[config.mk]
export PLATFORM = sky130hd
export DESIGN_NAME = seq_divider
export DESIGN_NICKNAME = d
export VERILOG_FILES = /design/src/rtl/seq_divider.sv
export SDC_FILE = /design/constraint.sdc
export NUM_CORES = 1
export LEC_CHECK = 0
export BUFFER_PORTS_ARGS = -buffer_cell sky130_fd_sc_hd__buf_4
export CORE_MARGIN = 3
export CORE_UTILIZATION = 45
export CTS_CLUSTER_DIAMETER = 150
export DETAILED_ROUTE_END_ITERATION = 16
export GPL_TIMING_DRIVEN = 0
export PLACE_DENSITY = 0.69
export SLEW_MARGIN = 20
export SYNTH_ARGS = -nofsm -noshare
export SYNTH_HDL_FRONTEND = slang
export SYNTH_SLANG_ARGS = --single-unit
[constraint.sdc]
create_clock -name clk -period 4.2 [get_ports clk]
set_clock_uncertainty 0.1 [all_clocks]
set_input_delay 0.84 -clock clk [delete_from_list [all_inputs] [get_ports clk]]
set_output_delay 0.84 -clock clk [all_outputs]
set_load 0.02 [all_outputs]
[src/rtl/seq_divider.sv]
// Restoring sequential divider: one trial subtraction per clock, Done one cycle after results load.
// Optional two's-complement mode (Signed/Ovr ports) when SEQ_DIV_SIGNED_EN is defined.
module seq_divider #(
   parameter int WIDTH = 8
) (
   input  logic             clk,
   input  logic             rst_n,
   input  logic             Start,
   input  logic [WIDTH-1:0] Dividend,
   input  logic [WIDTH-1:0] Divisor,
`ifdef SEQ_DIV_SIGNED_EN
   input  logic             Signed,
   output logic             Ovr,
`endif
   output logic             Busy,
   output logic             Done,
   output logic [WIDTH-1:0] Quotient,
   output logic [WIDTH-1:0] Remainder,
   output logic             DivZero
);
   localparam int CW = $clog2(WIDTH + 1);

   typedef enum logic [1:0] {IDLE, RUN, DONE} state_t;

   state_t           state_q, state_d;
   logic [CW-1:0]    cnt_q, cnt_d;
   logic [WIDTH-1:0] rem_q, rem_d, quo_q, quo_d, dvs_q, dvs_d;
   logic             neg_quo_q, neg_quo_d, neg_rem_q, neg_rem_d;
   logic             busy_q, busy_d, done_q, done_d, dz_q, dz_d;
   logic [WIDTH-1:0] quot_q, quot_d, remd_q, remd_d;

   logic             sgn;
   logic [WIDTH-1:0] a_mag, b_mag, rem_sh, rem_nx, quo_nx;
   logic [WIDTH:0]   diff;

`ifdef SEQ_DIV_SIGNED_EN
   logic ovr_q, ovr_d, ovr_pend_q, ovr_pend_d, ovr_hit;
   assign sgn     = Signed;
   assign ovr_hit = Signed && (Dividend == {1'b1, {(WIDTH-1){1'b0}}}) && (Divisor == '1);
   assign Ovr     = ovr_q;
`else
   assign sgn = 1'b0;
`endif

   // quo_q doubles as the dividend shift register: dividend bits leave at the MSB as quotient bits enter the LSB
   always_comb begin
      a_mag  = (sgn && Dividend[WIDTH-1]) ? -Dividend : Dividend;
      b_mag  = (sgn && Divisor[WIDTH-1])  ? -Divisor  : Divisor;
      rem_sh = {rem_q[WIDTH-2:0], quo_q[WIDTH-1]};
      diff   = {1'b0, rem_sh} - {1'b0, dvs_q};
      rem_nx = diff[WIDTH] ? rem_sh : diff[WIDTH-1:0];
      quo_nx = {quo_q[WIDTH-2:0], ~diff[WIDTH]};

      state_d   = state_q;
      cnt_d     = cnt_q;
      rem_d     = rem_q;
      quo_d     = quo_q;
      dvs_d     = dvs_q;
      neg_quo_d = neg_quo_q;
      neg_rem_d = neg_rem_q;
      quot_d    = quot_q;
      remd_d    = remd_q;
      dz_d      = dz_q;
      done_d    = (state_q == DONE);
`ifdef SEQ_DIV_SIGNED_EN
      ovr_d      = ovr_q;
      ovr_pend_d = ovr_pend_q;
`endif
      case (state_q)
         IDLE: begin
            if (Start) begin
               if (Divisor == '0) begin
                  state_d = DONE;
                  quot_d  = '1;
                  remd_d  = Dividend;
                  dz_d    = 1'b1;
`ifdef SEQ_DIV_SIGNED_EN
                  ovr_d   = 1'b0;
`endif
               end else begin
                  state_d   = RUN;
                  quo_d     = a_mag;
                  dvs_d     = b_mag;
                  rem_d     = '0;
                  cnt_d     = '0;
                  neg_quo_d = sgn && (Dividend[WIDTH-1] ^ Divisor[WIDTH-1]);
                  neg_rem_d = sgn && Dividend[WIDTH-1];
`ifdef SEQ_DIV_SIGNED_EN
                  ovr_pend_d = ovr_hit;
`endif
               end
            end
         end
         RUN: begin
            rem_d = rem_nx;
            quo_d = quo_nx;
            cnt_d = cnt_q + CW'(1);
            if (cnt_q == CW'(WIDTH - 1)) begin
               state_d = DONE;
               quot_d  = neg_quo_q ? -quo_nx : quo_nx;
               remd_d  = neg_rem_q ? -rem_nx : rem_nx;
               dz_d    = 1'b0;
`ifdef SEQ_DIV_SIGNED_EN
               ovr_d   = ovr_pend_q;
`endif
            end
         end
         DONE:    state_d = IDLE;
         default: state_d = IDLE;
      endcase
      busy_d = (state_d == RUN);
   end

   always_ff @(posedge clk or negedge rst_n) begin
      if (!rst_n) begin
         state_q   <= IDLE;
         cnt_q     <= '0;
         rem_q     <= '0;
         quo_q     <= '0;
         dvs_q     <= '0;
         neg_quo_q <= 1'b0;
         neg_rem_q <= 1'b0;
         busy_q    <= 1'b0;
         done_q    <= 1'b0;
         dz_q      <= 1'b0;
         quot_q    <= '0;
         remd_q    <= '0;
`ifdef SEQ_DIV_SIGNED_EN
         ovr_q      <= 1'b0;
         ovr_pend_q <= 1'b0;
`endif
      end else begin
         state_q   <= state_d;
         cnt_q     <= cnt_d;
         rem_q     <= rem_d;
         quo_q     <= quo_d;
         dvs_q     <= dvs_d;
         neg_quo_q <= neg_quo_d;
         neg_rem_q <= neg_rem_d;
         busy_q    <= busy_d;
         done_q    <= done_d;
         dz_q      <= dz_d;
         quot_q    <= quot_d;
         remd_q    <= remd_d;
`ifdef SEQ_DIV_SIGNED_EN
         ovr_q      <= ovr_d;
         ovr_pend_q <= ovr_pend_d;
`endif
      end
   end

   assign Busy      = busy_q;
   assign Done      = done_q;
   assign Quotient  = quot_q;
   assign Remainder = remd_q;
   assign DivZero   = dz_q;
endmodule

Yosys cells after proc, flatten, opt, wreduce, memory -nomap -nowiden. Cells that the tools add are included.

Bits in registers: 48. Bits of input ports: 19. Output and inout port bits: 19.

Add/sub/neg operators: 2. Equality and inequality tests: 8. Mux-type cells: 26. Bitwise operators: 2. Reduce and logical (&&, ||, !) cells: 6.

Operators with widths (count): two-way mux 8 bit (9); one-hot mux 8 bit (2 select lines) (3); two-way mux 7 bit (2); one-hot mux 7 bit (2 select lines) (1); subtractor 8 x 8 -> 9 bit (1); logical NOT 8 bit (1); two-way mux 4 bit (2); inequality test 2 bit (second input constant) (4); one-hot mux 4 bit (2 select lines) (1); two-way mux 2 bit (3); AND reduction 3 bit (2); adder 4 x 1 -> 4 bit (second input constant) (1); == test 2 x 1 -> 1 bit (second input constant) (2); == test 4 x 3 -> 1 bit (second input constant) (1); one-hot mux 2 bit (2 select lines) (1); AND reduction 4 bit (1); two-way mux 1 bit (3); == test 2 bit (second input constant) (1); logical NOT 2 bit (1); inverter 1 bit (2); one-hot mux 1 bit (2 select lines) (1); nonzero test 2 bit (1).

Longest topological paths before layout.
Depth in word-level cells: 5. Gate-level depth with buffers: 9. Depth with buffers taken out: 9.

Worst setup path after synthesis. No wires, ideal clock.

Kind: input to register. Start point: input port Divisor[1]. End point: register quo_q[0]. Arrival: 1990 ps. Data required time: 3975 ps. Path slack: 1986 ps. Stages: 4. Cell sequence: nor4_2 nand2_2 a31oi_4 mux2_2.

Word-level cells in the longest chain between the ends: 3.

RTL lines: from (decl) (RTL line 10) `input logic [WIDTH-1:0] Divisor,`; logical NOT 8 bit (RTL line 72) `if (Divisor == '0) begin`; inequality test 2 bit (no source line); AND reduction 3 bit (no source line); to (signal assigned) (RTL line 136) `quo_q <= quo_d;`; to (decl) (RTL line 27) `logic [WIDTH-1:0] rem_q, rem_d, quo_q, quo_d, dvs_q, dvs_d;`.

No other way between the ends. A chain may end at the register's enable or synchronous reset.

Worst setup path in the final report.
Start point: register quo_q[7]. End point: register remd_q[6], in the netlist Remainder[6].

Word-level cells in the longest chain between the ends: 4.

RTL lines: subtractor 8 x 8 -> 9 bit (RTL line 50) `diff = {1'b0, rem_sh} - {1'b0, dvs_q};`; two-way mux 8 bit (RTL line 51) `rem_nx = diff[WIDTH] ? rem_sh : diff[WIDTH-1:0];`; two-way mux 8 bit (RTL line 98) `if (cnt_q == CW'(WIDTH - 1)) begin`; one-hot mux 8 bit (2 select lines) (RTL line 69) `case (state_q)`; to (signal assigned) (RTL line 144) `remd_q <= remd_d;`; to (decl) (RTL line 30) `logic [WIDTH-1:0] quot_q, quot_d, remd_q, remd_d;`.

No other way between the ends. The select of a mux whose other input is x is not followed.

==> flow_metrics.env <==
export IMPL_p_int_uw=1484
export IMPL_synthMuxAreaShare=0.009137
export IMPL_yosys_area_top_type_share=0.4873
export IMPL_grt_max_degree=49
export IMPL_ys_async_sr_fraction=1.000
export IMPL_drc=0
export IMPL_p_switching_uw=1085
export IMPL_synth_nets=276
export IMPL_max_cap_violations=0
export IMPL_register_area_sq_um=1201
export IMPL_synth_area_top_cells="dfrtp_1 49%, nand2_1 6.7%, a21oi_1 4.7%"
export IMPL_yosysUniqueCellTypes=46
export IMPL_avgSynthCellArea_sq_um=9.979
export IMPL_dpl_cell_area_sq_um=2830
export IMPL_netlist_area_sq_um=2465
export IMPL_holdCritPathClass="reg2reg"
export IMPL_die_w_um=80.01
export IMPL_finalPower_uw=2569
export IMPL_first_global_vias=1925
export IMPL_ys_top_cells_by_count="48 x dfrtp_1, 44 x nand2_1, 26 x nor2_1"
export IMPL_wl_um=5488
export IMPL_grt_antenna_before_repair=0
export IMPL_drt_wirelength_per_cell_um=15.16
export IMPL_synth_edf_count=0
export IMPL_multi_input_area_sq_um=1137
export IMPL_power_frac_clock=0.135
export IMPL_period_share=0.6202
export IMPL_synth_seq_cells=48
export IMPL_grt_first_pass_wirelength_um=9321
export IMPL_hold_viol=0
export IMPL_viasPerCell=5.282
export IMPL_coreArea_sq_um=5205
export IMPL_cts_buffer_depth=2
export IMPL_use_met1=0.2742
export IMPL_top_usage_layer="met2"
export IMPL_die_area_sq_um=6402
export IMPL_max_vdd_ir_drop_mv=0.3562
export IMPL_end_kind="flop"
export IMPL_fin_nets=320
export IMPL_ctsHoldBuffers=0
export IMPL_power_density_nw_per_um2=872.1
export IMPL_slew_violations=0
export IMPL_syn_to_final_growth_pct=19.49
export IMPL_cp_max_fo=3
export IMPL_cts_root_buffer="clkbuf_8"
export IMPL_track_usage=0.1915
export IMPL_worst_slew_pin_slew_ns=0.6061
export IMPL_setup_viol=0
export IMPL_finalSetupTns_ns=0
export IMPL_drive_gt1_frac=0.2397
export IMPL_fin_crit_ns=2.605
export IMPL_clk_pin_slew_ns=0.10
export IMPL_numCtsBuffers=5
export IMPL_grt_met2_usage=0.2906
export IMPL_portBuffers=37
export IMPL_yosys_warnings=0
export IMPL_cts_resized=0
export IMPL_antennaDiodeCount=0
export IMPL_dr_pass1_iters=4
export IMPL_synth_most_common_cell="dfrtp_1"
export IMPL_synth_largest_area_cell="dfrtp_1"
export IMPL_cts_post_setup_buffers_inserted=0
export IMPL_ant_nets=0
export IMPL_cts_tree="built"
export IMPL_power_share_sequential=0.308
export IMPL_fp_row_count=26
export IMPL_synthAdderAreaFrac=0.05381
export IMPL_ys_flop_type="dfrtp_1"
export IMPL_cts_htree_levels=2
export IMPL_status="finished, final reports clean"
export IMPL_leakage_uw=0.001385
export IMPL_required_ns=4.27
export IMPL_dpl_hpwl_um=4006
export IMPL_drtIter0Drc=160
export IMPL_setup_worst_path_class="reg2reg"
export IMPL_filler_cell_count=494
export IMPL_synth_simple_gate_area_frac=0.1518
export IMPL_cp_data_arrival_time_ns=2.68
export IMPL_start_kind="flop"
export IMPL_max_freq_mhz=383.9
export IMPL_clock_latency_ns=0.31
export IMPL_combPwrFrac=0.556
export IMPL_die_h_um=80.01
export IMPL_synth_compound_area_share=0.2360
export IMPL_grt_ovfl_total=0
export IMPL_initial_core_util=0.4736
export IMPL_fin_area_sq_um=2945
export IMPL_pin_count=38
export IMPL_vias=1912
export IMPL_synth_cells=247
export IMPL_ys_seq_area_frac=0.4873
export IMPL_clock_sinks=48
export IMPL_met3_usage=0.03612
export IMPL_synth_xor_area_frac=0.01066
export IMPL_postLayoutCoreUtil=0.5659
export IMPL_synth_top_family_by_area="compound AO/OA/AOI/OAI gates"
export IMPL_swShare=0.4223
export IMPL_gp_congestion=0.7686
export IMPL_maxSlewHeadroom=0.5959
export IMPL_rsz0062_at_grt="no"
cell families after synthesis:
group / Yosys count
multiplexers: 2
flip-flops: 48
XOR/XNOR: 3
buffers and inverters: 22
adder cells (fa/ha/maj): 10
AO/OA/AOI/OAI: 78
AND/OR/NAND/NOR: 84
critical path: stages (launching register included):
cell and delay (ns):
dfrtp_1 0.44, inv_1 0.08, ha_1 0.17, inv_1 0.06, fa_1 0.42, a211oi_2 0.35, o21ai_0 0.20, o311ai_0 0.51
a31oi_1 0.15
layout by cell type (no fill, tap or decap), drive strengths merged, types with 5 or more instances in the layout:
master and instances:
dfrtp 48, clkbuf 10, a21o 11, nand3 5, nand2 45, ha 9
a21oi 25, nor2 26, inv 14, buf 41, a31oi 5, o21ai 15
worst paths after layout:
check | cells after the start | to | slack (ns) | start
min | 1 | Done | 0.39 | state_q[0]
min reg2reg | 1 | Done | 0.39 | state_q[0]
max reg2reg | 8 | Remainder[6] | 1.60 | quo_q[7]
max in group asynchronous | 1 | dvs_q[7] | 3.15 | rst_n
max | 8 | Remainder[6] | 1.60 | quo_q[7]
min in group asynchronous | 1 | Quotient[6] | 0.43 | rst_n
state kept, by name (all words and copies together), names as in the netlist:
signal	count
Quotient	8
Remainder	8
dvs_q	8
quo_q	8
rem_q	7
cnt_q	4
state_q	2
Busy	1
DivZero	1
Done	1
power groups by stage:
stage	sequential, uW	combinational (uW)	clock, uW
finish	792	1430	348
floorplan	867	979	0
detailed placement	802	1430	0
global placement	795	1400	0
CTS	793	1440	355
global route	820	1590	372
through the flow:
| step | setup slack (ns) | cells | hold slack (ns) |
|---|---|---|---|
| 2_1_floorplan | 1.986 | 247 | 0.3331 |
| 4_1_cts | 1.587 | 362 | 0.3982 |
| 3_5_place_dp | 1.612 | 354 | 0.3763 |
| 5_1_grt | 1.379 | 362 | 0.4273 |
| 6_report | 1.595 | 362 | 0.3927 |
| 3_3_place_gp | 1.651 | 354 | 0.3844 |
layer usage:
| metal | share of wire | wire length (um) |
|---|---|---|
| met1 | 0.48 | 2616 |
| met2 | 0.47 | 2565 |
| met3 | 0.044 | 241 |
| met4 | 0.012 | 65 |
| met5 | 0 | 0 |
area by class of cell:
class | instances | share of cell area
flip-flops and latches | 48 | 0.4078
multi-input cells | 177 | 0.3862
repair buffers | 37 | 0.09431
well taps | 70 | 0.02974
plain buffers | 9 | 0.02634
clock buffers | 5 | 0.02336
inverters | 13 | 0.01657
clock inverters | 3 | 0.01572
Power figures use the tool's default switching activity.
